File: src/rtl/dlyline_pkg.sv
// Shared types and helpers for the runtime-programmable delay line.
// Holds the refill state enum and the delay clamp helper.
package dlyline_pkg;

   typedef enum logic {
      RUN    = 1'b0,
      REFILL = 1'b1
   } state_t;

   typedef struct packed {
      logic [31:0] dly;
      logic        err;
   } clamp_t;

   // Map a requested delay into 1..max; flag anything outside that range.
   function automatic clamp_t clamp_dly(input logic [31:0] req, input logic [31:0] max);
      clamp_t r;
      r.dly = req;
      r.err = 1'b0;
      if (req == 32'd0) begin
         r.dly = 32'd1;
         r.err = 1'b1;
      end else if (req > max) begin
         r.dly = max;
         r.err = 1'b1;
      end
      return r;
   endfunction

endpackage

File: src/rtl/dlyline_ram.sv
// Circular sample storage for var_delay_line: MAX_DLY entries of data plus a
// per-entry valid bit. Writes are synchronous and gated by ce; reads are
// asynchronous so the top can fetch the oldest entry before it is overwritten.
// The valid column is always cleared by reset so a fresh line never reports
// stale samples. The data column is cleared only when DLYLINE_RESET_DATA_EN is
// defined; otherwise it is left uninitialised so it can map onto LUTRAM/SRL.
module dlyline_ram #(
   parameter int WIDTH   = 8,
   parameter int MAX_DLY = 16,
   parameter int AW      = $clog2(MAX_DLY)
) (
   input  logic             clk,
   input  logic             rst_n,
   input  logic             ce,
   input  logic [AW-1:0]    wr_addr,
   input  logic [WIDTH-1:0] wr_data,
   input  logic             wr_valid,
   input  logic [AW-1:0]    rd_addr,
   output logic [WIDTH-1:0] rd_data,
   output logic             rd_valid
);

   logic [WIDTH-1:0]   mem_data [MAX_DLY];
   logic [MAX_DLY-1:0] mem_valid;

`ifdef DLYLINE_RESET_DATA_EN
   // Data column as resettable flops so the output is never undefined.
   always_ff @(posedge clk or negedge rst_n) begin
      if (!rst_n) begin
         for (int i = 0; i < MAX_DLY; i++) begin
            mem_data[i] <= '0;
         end
      end else if (ce) begin
         mem_data[wr_addr] <= wr_data;
      end
   end
`else
   // Data column without reset; contents are masked downstream until valid.
   always_ff @(posedge clk) begin
      if (ce) begin
         mem_data[wr_addr] <= wr_data;
      end
   end
`endif

   // Per-entry valid bits travel with the data and always reset to empty.
   always_ff @(posedge clk or negedge rst_n) begin
      if (!rst_n) begin
         mem_valid <= '0;
      end else if (ce) begin
         mem_valid[wr_addr] <= wr_valid;
      end
   end

   // Asynchronous read of the selected tap.
   always_comb begin
      rd_data  = mem_data[rd_addr];
      rd_valid = mem_valid[rd_addr];
   end

endmodule

File: src/rtl/var_delay_line.sv
// Runtime-programmable delay line for the video/TMDS path (deskew, sync/data
// alignment). Samples go into a circular buffer; the tap is chosen from the
// write pointer and the delay in force, so the delay can change on the fly.
// After a delay change the output qualifier is masked for D ce-cycles while
// the new tap fills with samples taken at the new latency.
// Build option: DLYLINE_RESET_DATA_EN selects resettable storage; when it is
// undefined, data_o is forced to zero whenever valid_o is low.
//
// state  | meaning
// -------+-----------------------------------------------------------------
// RUN    | normal operation, valid_o follows the delayed qualifier
// REFILL | delay just changed; counting D ce-cycles, valid_o held low, busy=1
module var_delay_line
   import dlyline_pkg::*;
#(
   parameter int   WIDTH    = 8,
   parameter int   MAX_DLY  = 16,
   parameter int   INIT_DLY = 4,
   localparam int  DLY_W    = $clog2(MAX_DLY + 1)
) (
   input  logic             clk,
   input  logic             rst_n,
   input  logic             ce,
   input  logic [WIDTH-1:0] data_i,
   input  logic             valid_i,
   input  logic [DLY_W-1:0] dly_i,
   input  logic             dly_ld,
   output logic [WIDTH-1:0] data_o,
   output logic             valid_o,
   output logic [DLY_W-1:0] dly_cur,
   output logic             busy,
   output logic             err_o
);

   localparam int PTR_W = $clog2(MAX_DLY);
   localparam int XW    = DLY_W + 1;

   state_t           state;
   state_t           state_nxt;
   logic [DLY_W-1:0] cnt;
   logic [PTR_W-1:0] wr_ptr;
   logic [PTR_W-1:0] rd_addr;
   logic [XW-1:0]    rd_sum;
   logic [XW-1:0]    rd_idx;
   logic [WIDTH-1:0] rd_data;
   logic             rd_valid;
   logic [WIDTH-1:0] data_r;
   logic             valid_r;
   clamp_t           clamp_res;
   logic [DLY_W-1:0] dly_legal;
   logic             dly_bad;

   dlyline_ram #(
      .WIDTH   (WIDTH),
      .MAX_DLY (MAX_DLY),
      .AW      (PTR_W)
   ) u_ram (
      .clk      (clk),
      .rst_n    (rst_n),
      .ce       (ce),
      .wr_addr  (wr_ptr),
      .wr_data  (data_i),
      .wr_valid (valid_i),
      .rd_addr  (rd_addr),
      .rd_data  (rd_data),
      .rd_valid (rd_valid)
   );

   // Legalise the requested delay.
   always_comb begin
      clamp_res = clamp_dly(32'(dly_i), 32'(MAX_DLY));
      dly_legal = DLY_W'(clamp_res.dly);
      dly_bad   = clamp_res.err;
   end

   // Tap index (wr_ptr - (D-1)) mod MAX_DLY. Adding MAX_DLY first keeps the
   // intermediate positive; one extra bit holds values up to 2*MAX_DLY-1.
   always_comb begin
      rd_sum  = XW'(wr_ptr) + XW'(MAX_DLY) + XW'(1) - XW'(dly_cur);
      rd_idx  = (rd_sum >= XW'(MAX_DLY)) ? (rd_sum - XW'(MAX_DLY)) : rd_sum;
      rd_addr = PTR_W'(rd_idx);
   end

   // Write pointer advances and wraps on every ce cycle.
   always_ff @(posedge clk or negedge rst_n) begin
      if (!rst_n) begin
         wr_ptr <= '0;
      end else if (ce) begin
         wr_ptr <= (wr_ptr == PTR_W'(MAX_DLY - 1)) ? '0 : (wr_ptr + 1'b1);
      end
   end

   // Output stage register; D=1 bypasses the buffer to act as one flop.
   always_ff @(posedge clk or negedge rst_n) begin
      if (!rst_n) begin
         data_r  <= '0;
         valid_r <= 1'b0;
      end else if (ce) begin
         if (dly_cur == DLY_W'(1)) begin
            data_r  <= data_i;
            valid_r <= valid_i;
         end else begin
            data_r  <= rd_data;
            valid_r <= rd_valid;
         end
      end
   end

   // Delay in force, refill counter and sticky error; loads ignore ce.
   always_ff @(posedge clk or negedge rst_n) begin
      if (!rst_n) begin
         dly_cur <= DLY_W'(INIT_DLY);
         cnt     <= '0;
         err_o   <= 1'b0;
      end else if (dly_ld) begin
         dly_cur <= dly_legal;
         cnt     <= dly_legal;
         err_o   <= err_o | dly_bad;
      end else if ((state == REFILL) && ce && (cnt != '0)) begin
         cnt <= cnt - 1'b1;
      end
   end

   // FSM state register.
   always_ff @(posedge clk or negedge rst_n) begin
      if (!rst_n) begin
         state <= RUN;
      end else begin
         state <= state_nxt;
      end
   end

   // FSM next state: any load (re)starts a refill, last ce count ends it.
   always_comb begin
      state_nxt = state;
      case (state)
         RUN: begin
            if (dly_ld) state_nxt = REFILL;
         end
         REFILL: begin
            if (dly_ld) begin
               state_nxt = REFILL;
            end else if (ce && (cnt == DLY_W'(1))) begin
               state_nxt = RUN;
            end
         end
         default: state_nxt = RUN;
      endcase
   end

   // FSM outputs: mask the qualifier during refill, all from registers.
   always_comb begin
      busy    = (state == REFILL);
      valid_o = valid_r & ~busy;
`ifdef DLYLINE_RESET_DATA_EN
      data_o  = data_r;
`else
      data_o  = valid_o ? data_r : '0;
`endif
   end

endmodule

File: config.mk
export PLATFORM = sky130hd
export DESIGN_NAME = var_delay_line
export DESIGN_NICKNAME = d
export VERILOG_FILES = /design/src/rtl/dlyline_pkg.sv /design/src/rtl/dlyline_ram.sv /design/src/rtl/var_delay_line.sv
export SDC_FILE = /design/constraint.sdc
export NUM_CORES = 1
export LEC_CHECK = 0
export CAP_MARGIN = 20
export CORE_UTILIZATION = 51
export DETAILED_ROUTE_END_ITERATION = 10
export GPL_TIMING_DRIVEN = 0
export PLACE_DENSITY_LB_ADDON = 0.2
export SYNTH_ARGS = -nofsm -noshare
export SYNTH_HDL_FRONTEND = slang
export SYNTH_SLANG_ARGS = --single-unit
export TNS_END_PERCENT = 50
File: constraint.sdc
create_clock -name clk -period 2.9 [get_ports clk]
set_input_delay 0.29 -clock clk [delete_from_list [all_inputs] [get_ports clk]]
set_output_delay 0.29 -clock clk [all_outputs]
set_load 0.01 [all_outputs]
==> flow_metrics.tcl <==
set metrics [dict create \
    status "complete, no violations" \
    clkTransAtPathRegs_ps 60 \
    min_period_ps 2770 \
    numClockSinks 169 \
    numCtsBuffers 17 \
    timing.rr.start "wr_ptr[1]" \
    core_um2 13300 \
    ant_nets 0 \
    worstPathRequired_ps 3180 \
    grt_pass1_wl_mm 22.1 \
    ys_warn_count 0 \
    max_cap_violations 0 \
    powerDensity_nw_per_um2 1000 \
    die_h_um 119 \
    ys_types 42 \
    hpwl_mm 9.29 \
    hold_viol_final 0 \
    fin_nets 470 \
    sw_frac_of_total_pct 28.8 \
    cts_buffer_depth 2 \
    fin_worst_skew_ps 3.13 \
    rrSetupSlack_ps 130 \
    cpPeakStageDelay_ps 520 \
    ys_ff_latch 169 \
    finalPower_uw 8320 \
    syn_nets 417 \
    finalCritPeriodShare_pct 95.4 \
    drc_errors 0 \
    syn_avg_cell_area_um2 18.2 \
    post_cts_buffers 0 \
    clk_latency_ps 420 \
    regArea_um2 4870 \
    critPathLaunch "wr_ptr[1]" \
    first_iter_violations 413 \
    vias 3750 \
    worst-setup-path-type "flip-flop to flip-flop" \
    place_congestion 0.806 \
    routedWlPerCell_um 23.0 \
    p_int_uw 5920 \
    async_flop_share_pct 24.3 \
    worstReg2RegEnd "data_r[5]" \
    multi_input_area_um2 2000 \
    fmax_ghz 0.361 \
    finalSetupTns_ps 0 \
    ir_drop_v 0.000561 \
    cts_tree "built" \
    whs_ps 276 \
    hold_depth 2 \
    viasPerCell 5.97 \
    seq_area_frac_synth_pct 69.3 \
    dr.pass1.iters 5 \
    core.rowCount 42 \
    hold_path_class "primary input to flip-flop" \
    crit_path_max_fanout 10 \
    p_switching_uw 2400 \
    crit_path_start_kind "flip-flop" \
    ios 34 \
    syn-cell-area_um2 7030 \
    wl_mm 14.5 \
    start_util_pct 52.7 \
    die_area_um2 14300 \
    dpl_cell_area_um2 7590 \
    cts_max_level 4 \
    grt_max_degree 23 \
    cts-root-buf "clkbuf_16" \
    seqPwrFrac_pct 38.0 \
    slew_headroom_pct 57.0 \
    port_buffers 32 \
    rsz0062_at_grt "false" \
    nFillCells 984 \
    grt_pass1_vias 3831 \
    slowest_stage "fa_1" \
    syn_to_final_growth_pct 18.0 \
    hold_start "dly_ld" \
    report.final.setup_viol 0 \
    synth_top_flop_cell "edfxtp_1" \
    overflow 0 \
    syn_inst 386 \
    antenna_cells 0 \
    end_kind "flip-flop" \
    dp_slack_ps -199 \
    synth_edf_count 128 \
    pwr-share-comb_pct 32.0 \
    leakage_uw 0.00301 \
    die_w_um 119 \
    drv_slew 0 \
    worstMarginPinSlew_ps 643 \
    pwr-share-clk_pct 30.0 \
    crit_chain "inv_2, ha_1, inv_1, ha_1, inv_1, fa_1, buf_6, buf_6, mux4_2, mux2i_1, o221ai_1" \
    design_area_um2 8300 \
    whs_endpoint "dly_cur[3]" \
    fin_ws_ps 133 \
    rr_worst_depth 11 \
    grtUsageTotal_pct 22.0 \
    drive_above_1_share_pct 21.2 \
    antenna_found_initial 0 \
    critPathArrivalTime_ps 3040 \
]
-- power by group through the flow --
| stage | Combinational [µW] | Sequential (µW) | Clock, µW |
|---|---|---|---|
| 3_3_place_gp | 2480 | 3170 | 0 |
| 6_report | 2660 | 3160 | 2500 |
| 2_1_floorplan | 1850 | 3130 | 0 |
| 5_1_grt | 2840 | 3190 | 2620 |
| 4_1_cts | 2630 | 3150 | 2520 |
| 3_5_place_dp | 2550 | 3190 | 0 |
-- cells in the final DEF (no fill, tap or decap), drive strengths merged, types with 4 or more instances in the layout --
cell,Yosys,final
a21oi,5,5
a22oi,9,9
and2,19,19
and3,9,9
buf,13,15
bufinv,0,6
clkbuf,5,27
clkdlybuf4s50,0,31
clkinv,1,5
dfrtp,40,40
edfxtp,128,128
ha,12,12
inv,15,15
mux2,16,16
mux2i,18,18
mux4,36,36
nand2,9,9
nand3,6,6
o21ai,6,6
o221ai,9,9
xnor2,4,4
-- flip-flops by register name, indices dropped and copies added (netlist names) --
signal           count
wr_ptr               4
u_ram.mem_data     128
valid_r              1
u_ram.mem_valid     16
dly_cur              5
busy                 1
cnt                  5
data_r               8
err_o                1
-- cell type report --
type,count,area share [%]
Sequential cell,169,58.7
Multi-Input combinational cell,183,24.2
Clock buffer,22,5.48
Timing Repair Buffer,34,4.25
Tap cell,176,2.65
Clock inverter,10,2.38
Buffer,18,1.63
Inverter,16,0.724
-- Yosys cell counts, drive strengths merged, types with 4 or more instances --
| cell | instances | area share, % |
|---|---|---|
| clkbuf | 5 | 0.27 |
| buf | 13 | 1.2 |
| o221ai | 9 | 1.1 |
| a21oi | 5 | 0.36 |
| nand2 | 9 | 0.48 |
| ha | 12 | 2.1 |
| xnor2 | 4 | 0.50 |
| mux2i | 18 | 2.6 |
| dfrtp | 40 | 14 |
| and2 | 19 | 1.7 |
| a22oi | 9 | 0.96 |
| and3 | 9 | 0.80 |
| nand3 | 6 | 0.43 |
| edfxtp | 128 | 55 |
| mux4 | 36 | 12 |
| o21ai | 6 | 0.43 |
| mux2 | 16 | 2.6 |
| inv | 15 | 0.80 |
-- through the flow --
stage	instances	util, %
after floorplan	386	-
after global placement	594	56.7
after detailed placement	595	56.9
after CTS	628	62.0
after global routing	628	62.1
final	628	62.1
-- worst max-delay path, delay by kind of cell, from the launching register on --
| family | cells | cell delay, ps |
|---|---|---|
| muxes | 2 | 540 |
| AOI/OAI and AO/OA | 1 | 150 |
| buffers and inverters | 5 | 580 |
| DFF | 1 | 410 |
| adders and majority gates | 3 | 940 |
-- logic make-up (layout without fill, tap and decap cells) --
kind of cell / count (synthesis) / in the layout / share of synthesized area, %
DFF: 169 / 169 / 69.3
buffers and inverters: 34 / 100 / 2.31
AOI/OAI and AO/OA: 42 / 42 / 4.47
xor gates and xnor gates: 5 / 5 / 0.623
adders and majority gates: 13 / 13 / 2.42
muxes: 70 / 70 / 16.7
and+or+nand+nor: 53 / 53 / 4.24
-- per-layer routing --
layer / up-vias / global-route usage [%] / routed length (µm)
met2: 125 / 33.9 / 7030
met1: 1960 / 30.3 / 6370
met4: 0 / 8.36 / 326
met5: - / 0 / 0
met3: 24 / 5.80 / 735
li1: 1641 / - / -
-- worst max-delay path by stage --
stage / to / slack [ps] / cells after the start
final: data_r[5] / 130 / 11
after detailed placement: data_r[1] / -200 / 11
after floorplan: data_r[1] / 400 / 9
after global placement: data_r[1] / -140 / 11
after global routing: data_r[1] / 30 / 11
after CTS: data_r[1] / 40 / 11
-- repair_timing --
action / in CTS / in global routing
setup endpoints to repair: 9 / 7
hold buffers: 1 / 0
resized for setup: 7 / 6
pin swaps: 0 / 0
gates cloned: 0 / 0
endpoints found under the hold margin: 19 / 0
Note: power is estimated with default switching activity, not from simulation.
